==> config.mk <==
export PLATFORM = sky130hd
export DESIGN_NAME = uart_fifo
export DESIGN_NICKNAME = d
export VERILOG_FILES = /design/src/rtl/uart_fifo.sv
export SDC_FILE = /design/constraint.sdc
export NUM_CORES = 1
export LEC_CHECK = 0
export CORE_MARGIN = 1
export CORE_UTILIZATION = 48
export CTS_CLUSTER_DIAMETER = 30
export DETAILED_ROUTE_END_ITERATION = 8
export GPL_TIMING_DRIVEN = 0
export PLACE_DENSITY_LB_ADDON = 0.2
export SYNTH_ARGS = -nofsm -noshare
export SYNTH_HDL_FRONTEND = slang
export SYNTH_SLANG_ARGS = --single-unit
==> constraint.sdc <==
create_clock -name wclk -period 3.75 [get_ports wclk]
set_input_delay 0.75 -clock wclk [delete_from_list [all_inputs] [get_ports wclk]]
set_output_delay 0.75 -clock wclk [all_outputs]
set_load 0.02 [all_outputs]
==> src/rtl/uart_fifo.sv <==
// uart_fifo: single-clock byte FIFO for the UART datapath.
// Registered read data. full and empty are decoded from wrap-bit pointers.
// Optional feature macro FIFO_ERR_FLAGS_EN adds sticky overflow and underflow outputs.
module uart_fifo #(
  parameter  int DATA_W = 8,
  parameter  int DEPTH  = 8,
  localparam int ADDR_W = $clog2(DEPTH)
) (
  input  logic              wclk,
  input  logic              rst_n,
  input  logic              wen,
  input  logic              ren,
  input  logic [DATA_W-1:0] data_in,
  output logic [DATA_W-1:0] data_out,
  output logic              full,
  output logic              empty
`ifdef FIFO_ERR_FLAGS_EN
  ,
  output logic              overflow,
  output logic              underflow
`endif
);

  localparam logic [ADDR_W:0] PTR_ONE = (ADDR_W + 1)'(1);

  logic [DATA_W-1:0] r_mem [DEPTH];
  logic [ADDR_W:0]   r_wptr;
  logic [ADDR_W:0]   r_rptr;
  logic [DATA_W-1:0] r_dout;
  logic              w_full;
  logic              w_empty;
  logic              w_wr_acc;
  logic              w_rd_acc;

  // Flags come only from the registered pointers. The top bit separates the
  // full case from the empty case when the index bits are equal.
  assign w_empty  = (r_wptr == r_rptr);
  assign w_full   = (r_wptr[ADDR_W] != r_rptr[ADDR_W]) &&
                    (r_wptr[ADDR_W-1:0] == r_rptr[ADDR_W-1:0]);
  assign w_wr_acc = wen && !w_full;
  assign w_rd_acc = ren && !w_empty;

  assign full     = w_full;
  assign empty    = w_empty;
  assign data_out = r_dout;

  // Storage write. The memory is not reset, so its contents after reset are don't-care.
  always_ff @(posedge wclk) begin
    if (w_wr_acc) begin
      r_mem[r_wptr[ADDR_W-1:0]] <= data_in;
    end
  end

  // Write pointer advances on each accepted write and wraps modulo 2*DEPTH.
  always_ff @(posedge wclk or negedge rst_n) begin
    if (!rst_n) begin
      r_wptr <= '0;
    end else if (w_wr_acc) begin
      r_wptr <= r_wptr + PTR_ONE;
    end
  end

  // Read pointer and registered read data change only on an accepted read.
  always_ff @(posedge wclk or negedge rst_n) begin
    if (!rst_n) begin
      r_rptr <= '0;
      r_dout <= '0;
    end else if (w_rd_acc) begin
      r_rptr <= r_rptr + PTR_ONE;
      r_dout <= r_mem[r_rptr[ADDR_W-1:0]];
    end
  end

`ifdef FIFO_ERR_FLAGS_EN
  logic r_ovf;
  logic r_unf;

  // Sticky error flags record a write attempted while full or a read attempted while empty.
  // Only rst_n clears them.
  always_ff @(posedge wclk or negedge rst_n) begin
    if (!rst_n) begin
      r_ovf <= 1'b0;
      r_unf <= 1'b0;
    end else begin
      r_ovf <= r_ovf | (wen & w_full);
      r_unf <= r_unf | (ren & w_empty);
    end
  end

  assign overflow  = r_ovf;
  assign underflow = r_unf;
`endif

endmodule

; Word level (Yosys, flattened, before mapping)
; Memories as Yosys holds them, arrays and structs flattened. A register that Yosys moved wholly into a read port is not among the register bits.
; Cells that the tools add are included.
[word_totals]
ff_bits = 8
input_bits = 12
memories = 1
out_inout_bits = 10
ramBits = 64
[memory_table]
columns = name, words, width, rd, rd_clocked_by_memory_dff, wr, line
row1 = r_mem, 8, 8, 1, 1, 1, 26  ; logic [DATA_W-1:0] r_mem [DEPTH];
[classes]
n_reduce_logical = 6
add_sub_neg = 2
muxes = 2
n_eq_ne = 3
[ops]
columns = op, count
row1 = "adder 4 x 1 -> 4 bit, second input constant", 2
row2 = equality test 4 bit, 1
row3 = equality test 3 bit, 1
row4 = logical AND 1 bit, 3
row5 = logical NOT 1 bit, 3
row6 = 2-to-1 mux 1 bit, 2
row7 = inequality test 1 bit, 1

; Logic depth before layout (Yosys ltp)
; Gate-level depths: netlist of the first run.
[depth]
ltp_word = 6
depth_mapped = 6
depth_no_buf = 4

; Least setup slack after synthesis of the first run
; No wires, ideal clock.
[synth_path]
kind = register to register
startpoint = reg r_rptr[1]
endpoint = mem r_mem[4][0] (enable)
path_buffers = 1
slack_ns = 1.499
path_stages_with_launch = 6
setup_ns = 0.383
arrival_time_ns = 1.867
synth_period_minus_slack_ns = 2.251
path_cell_list = dfrtp_1 -> buf_4 -> xor2_1 -> o41ai_4 -> or2_1 -> nor3_1
[synth_via]
elab_chain_len = 6
[synth_rtl]
columns = item, line
row1 = from (decl), 28  ; logic [ADDR_W:0] r_rptr;
row2 = from (signal assigned), 69  ; r_rptr <= r_rptr + PTR_ONE;
row3 = equality test 3 bit, 39  ; (r_wptr[ADDR_W-1:0] == r_rptr[ADDR_W-1:0]);
row4 = logical AND 1 bit, 38  ; assign w_full = (r_wptr[ADDR_W] != r_rptr[ADDR_W]) &&
row5 = logical NOT 1 bit, 40  ; assign w_wr_acc = wen && !w_full;
row6 = logical AND 1 bit, 40
row7 = 2-to-1 mux 1 bit, 49  ; if (w_wr_acc) begin
row8 = 2-to-1 mux 1 bit (implied by the code), 50  ; r_mem[r_wptr[ADDR_W-1:0]] <= data_in;
row9 = to (decl), 26
; Every way passes these cells.

; Worst setup path after layout of the first run
[layout_path]
startpoint = reg r_rptr[1]
endpoint = out full
[layout_via]
elab_chain_len = 2
[layout_rtl]
columns = item, line
row1 = equality test 3 bit, 39
row2 = logical AND 1 bit, 38
row3 = to (decl), 15  ; output logic full,
; Every way passes these cells.

==> metrics.txt, run 1 <==
die footprint 0.00698 sq mm; largest net degree at the start of global routing 17; CTS tree yes; Worst-Skew Late Latency 0.34 ns; placer's final routability congestion estimate 0.748; Fin. Hold Viols 0; fmax 0.333 GHz; clk sinks 80; maximum vdd drop 0.454 mV; GRT Overall Usage 18.2%; min Tclk post-route 3.00 ns; # IOs 22; Seq/Total Area, Yosys 72.8%; die height 83.5 microns; cts hold-fix bufs 0; clk_skew 0.00766 ns; total grt overflow 0; sequence of cells on the critical path buf_4 > xor2_1 > or2_1 > nor3_1 > clkdlybuf4s50_1; initial antenna violation count 0; Remaining DRCs 0; leakage power 1.30 nW; syn avg cell area 19.0 sq um; period utilization 80.1%; Worst-Margin Slew 1.01 ns; vias in the first global route 1625; number of gates resized after cts 0; WL final 5920 microns; PD cells 821 mW/mm^2; postcts setup bufs 0; Slew Limit Fails 0; Inst Count DP 266; most common cell after layout, fill and taps aside edfxtp_1; CP max FO 10; Post-Syn Nets 182; CTS clock-pin slew for the worst setup and hold paths 0.08 ns; Core ar. 0.00639 sq mm; Routed WL per cell 21.0 microns; I/O Buffers 21; status finished, final reports clean; cell count after synthesis 168; flops & latches, synth 80; first-pass GRT wire length 8970 microns; first drt pass iteration count 4; die span in x 83.5 microns; RSZ-0062 raised after global routing no; most frequent cells in the layout edfxtp_1 (64), clkdlybuf4s50_1 (21), mux4_2 (16), dfrtp_1 (16), clkbuf_8 (12); crit path DAT 2.25 ns; share of post-route cells with drive strength above 1 22.0%; post-synthesis cell area 0.00319 sq mm; Distinct cells, synth 24; Crit-path slowest cell clkdlybuf4s50_1; antenna viol nets, final 0; final setup fails 0; maximum level of the CTS H-tree 3; Num CTS Buffers 9; hpwl dp 3670 microns; Startpoint Class flop; Critical Path RT 3.00 ns; non-filler instance count after layout 282; Initial Utilization 50.0%; Via density 5.60; clock buffer depth 2; vias post-DR 1579; Area Growth Syn to Fin 17.5%; kind of critical path reg2out; Crit. End Element primary output; FP Rows 29; Max Cap Viol 0; Nets 214; Max stage delay on crit path 0.64 ns; HP Class reg2reg; total negative slack 0 ns; 1st-iter DRT viols 130; Antenna Cells 0; synth warn 0; Worst slew margin 32.3%; Clk Tree Root Cell clkbuf_8
## worst max-delay path, delay by kind of cell (launching register included)
kind | cells | cell delay, ns
flip-flops | 1 | 0.39
XOR/XNOR | 1 | 0.23
AND/OR/NAND/NOR | 2 | 0.46
buffers and inverters | 2 | 0.84
## registers in the layout (all words and copies together), names as in the netlist
signal and count:
r_mem 64, r_rptr 4, data_out 8, r_wptr 4
## cell type report
class	instances	area, sq um
Sequential cell	80	2320
Tap cell	77	96.3
Multi-Input combinational cell	77	820
Clock buffer	12	165
Clock inverter	4	75.1
Fill cell	480	2640
Buffer	8	47.5
Inverter	3	11.3
Timing Repair Buffer	21	210
## where the power goes
group          switching [mW]  leakage, nW  total, mW  internal [mW]
combinational           0.598        0.415       1.09          0.488
sequential             0.0915        0.772       1.26           1.17
clock                   0.301        0.115      0.731          0.429
## stage by stage
| stage | hold WS [ns] | worst slack (ns) | instance area [sq um] | power [mW] | utilization, % |
|---|---|---|---|---|---|
| 2_1_floorplan | 0.454 | 1.50 | 3190 | 2.03 | - |
| 3_3_place_gp | 0.468 | 0.483 | 3500 | 2.32 | 54.8 |
| 3_5_place_dp | 0.475 | 0.443 | 3500 | 2.38 | 54.8 |
| 4_1_cts | 0.492 | 0.700 | 3740 | 3.11 | 58.6 |
| 5_1_grt | 0.499 | 0.647 | 3750 | 3.22 | 58.7 |
| 6_report | 0.483 | 0.748 | 3750 | 3.08 | 58.7 |
## metal layers
| metal | routed length [microns] | GRT usage (%) | up-vias |
|---|---|---|---|
| met5 | 0 | 0 | - |
| met4 | 93 | 7.40 | 0 |
| met3 | 345 | 4.35 | 9 |
| met2 | 3070 | 29.5 | 42 |
| met1 | 2410 | 24.1 | 818 |
| li1 | - | - | 710 |
## logic make-up after synthesis
kind of cell | Yosys count | share of synthesized area, %
xor+xnor | 11 | 3.25
buf+inv | 11 | 1.84
fa+ha+maj | 2 | 0.784
simple gates | 28 | 4.08
flops | 80 | 72.8
mux | 26 | 14.6
compound gates | 10 | 2.63
## synthesized netlist by cell type (all sizes together)
cell type,count,area [sq um]
edfxtp,64,1920
dfrtp,16,400
mux4,16,360
nand2,9,33.8
mux2i,8,80.1
nor2,8,30.0
o21ai,8,40.0
xor2,7,68.8
buf,6,40.0
nor3,5,30.0
xnor2,4,35.0
inv,3,11.3
nand2b,3,18.8
clkbuf,2,7.51
ha,2,25.0
mux2,2,26.3
o41ai,2,43.8
or2,2,12.5
nand3,1,5.00
## worst paths after layout
check / start / to / slack (ns) / cells after the start
worst max-delay path: r_rptr[1] / full / 0.75 / 5
max in group asynchronous: rst_n / data_out[1] / 2.33 / 1
worst min-delay path: data_out[1] / data_out[1] / 0.48 / 2
worst min register to register: data_out[1] / data_out[1] / 0.48 / 2
min in group asynchronous: rst_n / data_out[6] / 0.89 / 1
worst max register to register: r_rptr[1] / r_mem[1][3] / 1.15 / 5
(Power assumes the default switching activity.)
==> run 2, diff against run 1 <==
==> constraint.sdc (replaced) <==
create_clock -name wclk -period 2.51 [get_ports wclk]
set_input_delay 0.502 -clock wclk [delete_from_list [all_inputs] [get_ports wclk]]
set_output_delay 0.502 -clock wclk [all_outputs]
set_load 0.02 [all_outputs]
==> run 2 against run 1 <==
Clock power up 49%. Clock-buffer cell count did not move. Die area unchanged. Critical path depth unchanged. Design area is 0.20% higher. Routed wire length fell by 0.44%. Worst setup slack got worse by 0.73 ns.
==> metrics.txt, run 2 (synthesis gave the netlist of run 1 again) <==
Via density 5.62; Nets 214; Worst slew margin 29.4%; power share of the clock group 23.8%; fmax 0.402 GHz; Remaining DRCs 0; Slew Limit Fails 0; R2R Path End r_mem[0][3]; hpwl dp 3670 microns; Max stage delay on crit path 0.68 ns; Worst-Margin Slew 1.05 ns; CTS tree yes; WHS 0.484 ns; crit path DAT 2.46 ns; leakage power 1.31 nW; internal power 3.11 mW; HP Class reg2reg; clock buffer depth 2; Critical Path RT 2.48 ns; share of post-route cells with drive strength above 1 23.9%; CP max FO 10; FP Rows 29; initial antenna violation count 0; clk sinks 80; Antenna Cells 0; Hold Path Stages 2; vias post-DR 1586; die height 83.5 microns; status finished, final reports clean; WHS Endpoint data_out[1]; cts hold-fix bufs 0; Core ar. 0.00639 sq mm; final setup fails 0; clk_skew 0.00840 ns; Final Util 58.8%; total grt overflow 0; WL final 5900 microns; Seq pwr share 41.0%; worst r2r src r_rptr[1]; first-pass GRT wire length 9060 microns; placer's final routability congestion estimate 0.748; Comb power frac 35.2%; die span in x 83.5 microns; min Tclk post-route 2.49 ns; sw frac 32.5%; first drt pass iteration count 4; vias in the first global route 1657; flop-to-flop setup slack 0.02 ns; die footprint 0.00698 sq mm; PD cells 1230 mW/mm^2; Initial Utilization 50.0%; Max Cap Viol 0; RSZ-0062 raised after global routing yes; total negative slack 0 ns; period utilization 99.2%; Num CTS Buffers 9; CTS clock-pin slew for the worst setup and hold paths 0.08 ns; most frequent cells in the layout edfxtp_1 (64), clkdlybuf4s50_1 (19), mux4_2 (16), dfrtp_1 (16), clkbuf_8 (12); worst reg2reg path depth 5; Startpoint Class flop; largest net degree at the start of global routing 17; maximum vdd drop 0.658 mV; Crit-path slowest cell nor3_2; Routed WL per cell 20.9 microns; 1st-iter DRT viols 125; Hold Crit Start data_out[1]; antenna viol nets, final 0; I/O Buffers 21; GRT Overall Usage 18.4%; Worst-Skew Late Latency 0.34 ns; most common cell after layout, fill and taps aside edfxtp_1; Clk Tree Root Cell clkbuf_8; kind of critical path reg2reg; sequence of cells on the critical path buf_4 > xor2_1 > o41ai_4 > nand2b_1 > nor3_2; Area Growth Syn to Fin 17.7%; # IOs 22; max reg flops 64; postcts setup bufs 0; Crit. End Element flop; Fin. Hold Viols 0; Net Sw Power 1.50 mW; maximum level of the CTS H-tree 3
==> run 2: layer usage <==
metal	track usage (%)	up-vias	part of all wire, %
met2	29.4	35	52
met1	24.3	830	42
li1	-	710	-
met4	8.17	0	1.9
met3	4.35	11	4.8
met5	0	-	0
==> run 2: worst max path at each step <==
| stage | from | endpoint | cells after the start |
|---|---|---|---|
| after floorplan | r_rptr[1] | r_mem[4][0] | 5 |
| after global placement | wen | r_mem[4][0] | 4 |
| after detailed placement | wen | r_mem[0][0] | 4 |
| after CTS | r_rptr[1] | r_mem[1][3] | 5 |
| after global routing | r_rptr[1] | r_mem[2][3] | 5 |
| final | r_rptr[1] | r_mem[0][3] | 5 |
==> run 2: cell type report <==
class | count | area, sq um
Buffer | 8 | 47.5
Clock buffer | 12 | 165
Clock inverter | 4 | 75.1
Fill cell | 480 | 2630
Inverter | 3 | 11.3
Multi-Input combinational cell | 77 | 833
Sequential cell | 80 | 2320
Tap cell | 77 | 96.3
Timing Repair Buffer | 21 | 204
==> run 2: critical path, delay by kind of cell (launching register included) <==
kind | cells | cell delay (ns)
XOR/XNOR | 1 | 0.39
flip-flops | 1 | 0.39
buffers and inverters | 1 | 0.20
AND/OR/NAND/NOR | 2 | 0.93
AO/OA/AOI/OAI | 1 | 0.20
==> run 2: timing repair <==
action                                  in CTS  in global routing
endpoints found under the setup margin      42                 41
endpoints found under the hold margin        0                  0
resized for setup                            6                  4
==> run 2: power by group through the flow <==
stage	sequential [mW]	combinational, mW	clock, mW
floorplan	1.95	1.08	0
global placement	1.89	1.58	0
detailed placement	1.92	1.64	0
CTS	1.89	1.65	1.11
global route	1.91	1.75	1.16
finish	1.89	1.62	1.09
==> run 2: stage by stage <==
stage          cells  area (sq um)  setup slack (ns)  power, mW
6_report         282          3750            0.0202       4.60
5_1_grt          282          3750            -0.100       4.82
4_1_cts          282          3760           -0.0334       4.65
3_5_place_dp     266          3500            -0.549       3.56
3_3_place_gp     266          3500            -0.509       3.47
2_1_floorplan    168          3190             0.259       3.03
==> run 3, diff against run 2 <==
==> constraint.sdc (replaced) <==
create_clock -name wclk -period 2.9 [get_ports wclk]
set_input_delay 0.58 -clock wclk [delete_from_list [all_inputs] [get_ports wclk]]
set_output_delay 0.58 -clock wclk [all_outputs]
set_load 0.02 [all_outputs]
==> run 3 against run 2 <==
Via count down 0.50%. Global-route usage fell by 0.066 points. Sequential share of layout area up 0.082 points. Die area stayed put. Flip-flop and latch count did not move. Worst setup slack better by 0.098 ns. Total power decreased by 14%. Clock power shrank 13%. Register-to-register slack improved by 0.28 ns. First-iteration DRC count increased by 7.2%. Combinational power shrank 14%. Critical endpoint is now empty. Highest routed layer unchanged.
==> metrics.txt, run 3 (synthesis gave the netlist of run 1 again) <==
die height 83.5 microns; vias post-DR 1578; RSZ-0062 raised after global routing no; kind of critical path reg2out; final setup fails 0; sequential standard cell area 0.00232 sq mm; placer's final routability congestion estimate 0.748; non-filler instance count after layout 282; initial antenna violation count 0; worst r2r src r_rptr[1]; share of post-route cells with drive strength above 1 22.0%; Hold Crit Start data_out[1]; Area Growth Syn to Fin 17.5%; FILL cells 480; Nets 214; GRT Overall Usage 18.3%; Remaining DRCs 0; Num CTS Buffers 9; largest net degree at the start of global routing 17; most common cell after layout, fill and taps aside edfxtp_1; maximum level of the CTS H-tree 3; period utilization 95.9%; Design Power 3.98 mW; clock buffer depth 2; most frequent cells in the layout edfxtp_1 (64), clkdlybuf4s50_1 (20), mux4_2 (16), dfrtp_1 (16), clkbuf_8 (12); CP delay by family, top buffers and inverters; clk_skew 0.00766 ns; sequence of cells on the critical path buf_4 > xor2_1 > or2_1 > nor3_1 > clkdlybuf4s50_1; FP Rows 29; Fin. Hold Viols 0; cts hold-fix bufs 0; HP Class reg2reg; Crit. End Element primary output; # IOs 22; Worst-Skew Late Latency 0.34 ns; total grt overflow 0; Hold Path Stages 2; antenna viol nets, final 0; area occupied by multi-input gates 820 sq um; crit path DAT 2.20 ns; min Tclk post-route 2.78 ns; Critical Path RT 2.32 ns; leakage power 1.32 nW; Initial Utilization 50.0%; flop-to-flop setup slack 0.30 ns; Startpoint Class flop; Antenna Cells 0; number of gates resized after cts 1; R2R Path End r_mem[1][3]; WHS Endpoint data_out[1]; first-pass GRT wire length 9030 microns; hpwl dp 3670 microns; first drt pass iteration count 4; die footprint 0.00698 sq mm; max reg flops 64; I/O Buffers 21; PD cells 1060 mW/mm^2; CP max FO 10; Via density 5.60; Inst Count DP 266; Routed WL per cell 21.0 microns; vias in the first global route 1644; Max stage delay on crit path 0.63 ns; CTS clock-pin slew for the worst setup and hold paths 0.08 ns; maximum vdd drop 0.585 mV; Max Cap Viol 0; 1st-iter DRT viols 134; Core ar. 0.00639 sq mm; WL final 5920 microns; CTS tree yes; Slew Limit Fails 0; Clk Tree Root Cell clkbuf_8; Worst slew margin 32.4%; clk sinks 80; fmax 0.359 GHz; die span in x 83.5 microns; postcts setup bufs 0; worst reg2reg path depth 5; status finished, final reports clean; WP buf/inv 2; Crit-path slowest cell clkdlybuf4s50_1; Worst-Margin Slew 1.01 ns
==> run 3: per-layer routing <==
| layer | global-route usage (%) | up-vias | share of wire (%) |
|---|---|---|---|
| li1 | - | 712 | - |
| met1 | 24.2 | 807 | 40 |
| met2 | 29.4 | 48 | 52 |
| met3 | 4.35 | 11 | 6.3 |
| met4 | 8.17 | 0 | 1.8 |
| met5 | 0 | - | 0 |
==> run 3: area by class of cell <==
type | instances | share of cell area (%)
inverters | 3 | 0.300
multi-input cells | 77 | 21.9
repair buffers | 21 | 5.67
clock inverters | 4 | 2.00
well taps | 77 | 2.57
flip-flops and latches | 80 | 61.9
plain buffers | 8 | 1.27
clock buffers | 12 | 4.40
==> run 3: worst max path at each step <==
stage,startpoint,to,slack (ns),depth (start not counted)
after floorplan,r_rptr[1],r_mem[4][0],0.65,5
after global placement,wen,r_mem[4][0],-0.20,4
after detailed placement,wen,r_mem[0][0],-0.24,4
after CTS,r_rptr[1],full,0.03,5
after global routing,r_rptr[1],empty,0.04,5
final,r_rptr[1],empty,0.12,5
==> run 3: worst min-delay path, stage by stage, from the launching register on <==
cell and delay [ns]:
dfrtp_1 0.34, nand2_1 0.05, o21ai_1 0.06
==> run 3: power by group <==
group,switching (mW),internal (mW)
Clock,0.390,0.555
Combinational,0.773,0.629
Sequential,0.119,1.51
Total,1.28,2.70
==> run 3: through the flow <==
step                      instance area [sq um]  hold slack (ns)  setup WS [ns]  setup TNS [ns]  utilization [%]
after CTS                                  3750            0.492         0.0337               0             58.7
final                                      3750            0.483          0.118               0             58.7
after detailed placement                   3500            0.475         -0.237           -1.89             54.8
after global routing                       3750            0.499         0.0402               0             58.7
after floorplan                            3190            0.284          0.649               0                -
after global placement                     3500            0.468         -0.197           -1.57             54.8
==> RTL change 1, RTL diff (flow settings as in run 2) <==
`DATA_W`: 8 -> 9.
--- a/src/rtl/uart_fifo.sv
+++ b/src/rtl/uart_fifo.sv
@@ -2,7 +2,7 @@
 // Registered read data. full and empty are decoded from wrap-bit pointers.
 // Optional feature macro FIFO_ERR_FLAGS_EN adds sticky overflow and underflow outputs.
 module uart_fifo #(
-  parameter  int DATA_W = 8,
+  parameter  int DATA_W = 9,
   parameter  int DEPTH  = 8,
   localparam int ADDR_W = $clog2(DEPTH)
 ) (
Interface: changed (resized data_in and data_out); port bits go from 22 to 24. The function was not compared with the original's and may differ.
==> RTL change 1 against run 2 <==
- worst setup slack better by 97 ps
- area after synthesis up 10%
- non-clock buffer count up 3
- cell area grew 8.3%
- critical path type is now reg -> out
- sequential cell count up 9
- routed wire length rose by 6.7%
- sequential power grew 11%
- hold slack improved by 3.1 ps
- total power increased by 1.3%
==> RTL change 1: results (changes against run 2) <==
** Min path
- In this run the most critical hold path is launched from data_out[7]$_DFFE_PN0P_.

** Worst setup path
- Among all stages on the critical path, the largest delay is contributed by sky130_fd_sc_hd__dfrtp_1.
- Crit path arrival time :: 1890 ps (-570 ps)
- The setup slack of the most critical reg-to-reg path was 180 ps (+160 ps).
- The largest driver fanout on the critical path was 7 (-3).
- Depth of the worst register-to-register path :: 4 (-1)
- Worst reg2reg endpoint :: r_mem[3][0]$_DFFE_PP_
- In this run the worst setup path begins at r_wptr[0]$_DFFE_PN0P_.

** Final layout
- The proportion of final cell area spent on non-clock buffers is 6.771% (+0.074 points).
- The flip-flop count of the largest register after layout was 72 (+13%).
- The fraction of area in registers came to 63.68% (+1.8 points).
- The net count of the finished layout is 232 (+8.4%).
- Layout clock area frac :: 3.755% (-2.6 points)
- Final-layout fill cell count :: 537 (+12%)
- Share of layout cells above drive strength 1 :: 22.17% (-1.7 points)

** Timing
- Max Clock Skew :: 7.656 ps (-0.7421 ps)
- The worst hold slack is 486.8 ps (+3.060 ps).
- The remaining max-slew budget at the tightest pin was 26.87% (-2.5 points).

** GRT
- Met2 Usage GRT :: 31.18% (+1.7 points)
- Global-route wire length before repair :: 9880 um (+9.1%)
- The overall routing resource usage was 18.84% (+0.44 points).
- Largest net degree at the start of global routing :: 18 (+1)
- The via count of the first global-routing pass was 1,798 (+8.5%).
- The fraction of met3 tracks used by global routing is 3.205% (-1.1 points).

** Placed design
- The HPWL reported at the end of detailed placement is 4039 um (+10%).
- The final estimated routing congestion in global placement was 0.7334 (-2.0%).
- Number of port buffers :: 23 (+9.5%)
- The worst setup slack before clock tree synthesis is -213.8 ps (+335.1 ps).
- The area after detailed placement was 0.003895 mm2 (+11%).

** Power
- Combinational share of power :: 37.7% (+2.5 points)
- Highest ir drop seen on vdd :: 0.0005318 V (-19%)
- The combinational logic power is 1.76 mW (+9%).
- Flop pwr share :: 45.1% (+4.1 points)

** Detailed routing
- The detailed-route wire length on metal 1 came to 2572 um (+5.0%).
- The via density per instance came to 5.347 (-4.9%).
- The routed length per placed instance was 19.85 um (-5.1%).
- The met3 wire length is 444 um (+55%).

** Logic synthesis
- Ranked by total cell area, the synthesized netlist is headed by sky130_fd_sc_hd__edfxtp_1 (61%), sky130_fd_sc_hd__dfrtp_1 (12%), sky130_fd_sc_hd__mux4_2 (12%).
- The share of async-settable or async-resettable flops after synthesis came to 19.10% (-0.90 points).
- EDFF count, synth :: 72 (+13%)
- The count of different cell masters after synthesis is 22 (-8.3%).
- The number of synthesized register bits was 89 (+11%).

** Outcome
- The flow ran to the end, and the final reports show no timing, DRC or antenna violations.
## RTL change 1: metrics by stage
step,setup TNS [ps],instances
after floorplan,0,182
after global placement,-13890,301
after detailed placement,-7416,302
after global routing,0,317
final,0,317
after CTS,0,317
## RTL change 1: logic make-up (layout without fill, tap and decap cells)
| logic type | after synthesis | count (layout) | synth area share, % |
|---|---|---|---|
| DFF | 89 | 89 | 73.44 |
| muxes | 29 | 29 | 14.70 |
| and+or+nand+nor | 29 | 29 | 3.800 |
| AOI/OAI and AO/OA | 11 | 11 | 2.841 |
| xor gates and xnor gates | 11 | 11 | 3.160 |
| buffers and inverters | 11 | 50 | 1.349 |
| adders and majority gates | 2 | 2 | 0.7101 |
## RTL change 1: repair_timing
action / in CTS / in global routing
hold buffers: 0 / 0
gates resized for setup: 7 / 2
pin swaps: 0 / 0
setup endpoints to repair: 38 / 11
==> RTL change 2, RTL diff (config.mk and constraints of run 2) <==
Made on the original files. Add a define of `FIFO_ERR_FLAGS_EN`.
--- a/src/rtl/uart_fifo.sv
+++ b/src/rtl/uart_fifo.sv
@@ -1,6 +1,8 @@
 // uart_fifo: single-clock byte FIFO for the UART datapath.
 // Registered read data. full and empty are decoded from wrap-bit pointers.
 // Optional feature macro FIFO_ERR_FLAGS_EN adds sticky overflow and underflow outputs.
+`define FIFO_ERR_FLAGS_EN
+
 module uart_fifo #(
   parameter  int DATA_W = 8,
   parameter  int DEPTH  = 8,
Behaviour (old outputs only; new: overflow and underflow): unchanged (equiv_simple and equiv_induct, registers matched by name and starting in step).
==> RTL change 2 against run 2 <==
- highest routed layer unchanged
- global-route usage grew 1.1 points
- sequential cell count increased by 2
- routed wire length rose by 3.8%
- cell area increased by 2.8%
- total power grew 4.7%
- critical path depth unchanged
- fmax up 4.2%
- first-iteration DRC count rose by 6.4%
- the flow now finishes with violations (design-rule violations)
- synthesized cell count increased by 2.4%
- area after synthesis up 2.0%
- worst setup slack improved by 100 ps
==> RTL change 2: results (changes against run 2) <==
** Outcome
- Run status :: finished, violations left
- Failing checks :: design-rule violations

** Logic synthesis
- EDFF count, synth :: 64 (unchanged)
- The commonest cells after synthesis are sky130_fd_sc_hd__edfxtp_1 (64), sky130_fd_sc_hd__dfrtp_1 (18), sky130_fd_sc_hd__mux4_2 (16).
- The count of different cell masters after synthesis is 26 (+8.3%).
- Biggest area contributors in the synthesized netlist :: sky130_fd_sc_hd__edfxtp_1 (59%), sky130_fd_sc_hd__dfrtp_1 (14%), sky130_fd_sc_hd__mux4_2 (11%)
- Sequential fraction of the synthesis area :: 72.87% (+0.083 points)
- The share of async-settable or async-resettable flops after synthesis was 21.95% (+2.0 points).
- Synthesized netlist net count :: 186 (+2.2%)

** Detailed routing
- Drt first pass iters :: 9 (+5)
- The met3 wire length came to 203 um (-29%).
- WL per Instance :: 21.25 um (+1.6%)
- Detail Route met2 WL :: 3208 um (+5.2%)
- Final routed DRC violation total :: 3 (+3)
- Post-DR vias/cell :: 5.681 (+1.0%)
- Wire length the detailed router placed on met1 :: 2579 um (+5.3%)
- The violation count after the first detailed-routing iteration came to 133 (+6.4%).

** Worst setup path
- The data arrival time of the critical path was 1890 ps (-570 ps).
- Following the worst setup path forward leads to its endpoint at full.
- Cell with the largest stage delay on the worst path :: sky130_fd_sc_hd__dfrtp_1

** Placed design
- The number of I/O port buffers came to 23 (+9.5%).
- Sum of net half-perimeters after detailed placement :: 3760 um (+2.6%)
- The final estimated routing congestion in global placement was 0.7117 (-4.9%).

** Timing
- Slew at the pin closest to its max-slew limit :: 868.4 ps (-185.3 ps)
- Number of endpoints failing setup at the final stage :: 0 (unchanged)

** Floorplan
- Total die area :: 0.007116 mm2 (+2.0%)

** Power
- The maximum ir drop on the vdd rail came to 0.0004401 V (-33%).
- The standby leakage power was 1.353 nW (+3.3%).

** GRT
- Largest net degree at the start of global routing :: 19 (+2)
- Vias in the first global route :: 1,714 (+3.4%)
- The global-route wire length before repair came to 9763 um (+7.8%).
- The overall routing resource usage came to 19.54% (+1.1 points).

** Final layout
- Final-layout fill cell count :: 485 (+1.0%)
- The share of layout cells above drive strength 1 came to 24.64% (+0.74 points).
- The net count of the finished layout came to 220 (+2.8%).

** Clock network
- The clock latency reported for the late side of the worst-skew pair is 360 ps (+20 ps).
## RTL change 2: cell count changes in the layout (fill, tap and decap cells not counted), sizes merged
cell,change
bufinv,+1
buf,+1
dfrtp,+2
clkdlybuf4s15,+1
clkinv,+2
a21o,+2
clkinvlp,-2
dlygate4sd2,-1
clkbuf,-2
clkdlybuf4s50,+2
## RTL change 2: power breakdown
group	total (mW)	internal, mW	switching, mW
registers	1.95	1.80	0.150
logic	1.74	0.764	0.977
clock network	1.13	0.662	0.471
total	4.82	3.22	1.60
## RTL change 2: cells by family after synthesis
logic type	share of synthesized area, %
AO/OA/AOI/OAI	3.036
adder cells (fa/ha/maj)	0.7685
flip-flops	72.87
buffers and inverters	1.806
XOR/XNOR	3.190
multiplexers	14.34
AND/OR/NAND/NOR	3.997
## RTL change 2: area by class of cell
cell class,count,area (um2),area share (%)
tap,77,96.34,2.495
buffer,8,47.55,1.231
multi-input combinational,79,870.8,22.55
clock buffer,11,131.4,3.402
clock inverter,5,103.9,2.690
sequential,82,2374,61.47
inverter,3,11.26,0.2916
timing repair buffer,23,226.5,5.865
## RTL change 2: routing by layer
layer / vias to the layer above / global-route usage (%)
li1: 733 / -
met1: 857 / 24.18
met2: 35 / 33.38
met3: 11 / 4.228
met4: 0 / 8.783
met5: - / 0
## RTL change 2: through the flow
| step | instance area, um2 | worst slack [ps] | utilization [%] | instances | TNS (ps) |
|---|---|---|---|---|---|
| 2_1_floorplan | 3256 | 259.3 | - | 172 | 0 |
| 3_3_place_gp | 3582 | -531.8 | 55.46 | 272 | -7617 |
| 6_report | 3861 | 120.7 | 59.78 | 288 | 0 |
| 4_1_cts | 3832 | -97.09 | 59.34 | 288 | -1556 |
| 5_1_grt | 3861 | 4.037 | 59.78 | 288 | 0 |
| 3_5_place_dp | 3587 | -475.1 | 55.54 | 272 | -6548 |
## RTL change 2: worst max-delay path: cells and delay by family (launching register included)
family | cells | cell delay (ps)
DFF | 1 | 390
and+or+nand+nor | 2 | 420
buffers and inverters | 2 | 480
xor gates and xnor gates | 1 | 230
## RTL change 2: what timing repair did
item / 4_1_cts / 5_1_grt
pin swaps: 0 / 0
endpoints found under the hold margin: 0 / 0
buffers inserted: 0 / 0
resized for setup: 8 / 11
endpoints found under the setup margin: 36 / 50
## RTL change 2: how the worst min path moves through the flow
stage                        start                 endpoint  slack [ps]  cells after the start
2_1_floorplan                rst_n  data_out[0]$_DFFE_PN0P_         210                      0
3_3_place_gp   underflow$_DFF_PN0_      underflow$_DFF_PN0_         440                      1
3_5_place_dp    overflow$_DFF_PN0_       overflow$_DFF_PN0_         440                      1
4_1_cts         overflow$_DFF_PN0_       overflow$_DFF_PN0_         460                      1
5_1_grt         overflow$_DFF_PN0_       overflow$_DFF_PN0_         470                      1
6_report        overflow$_DFF_PN0_       overflow$_DFF_PN0_         460                      1
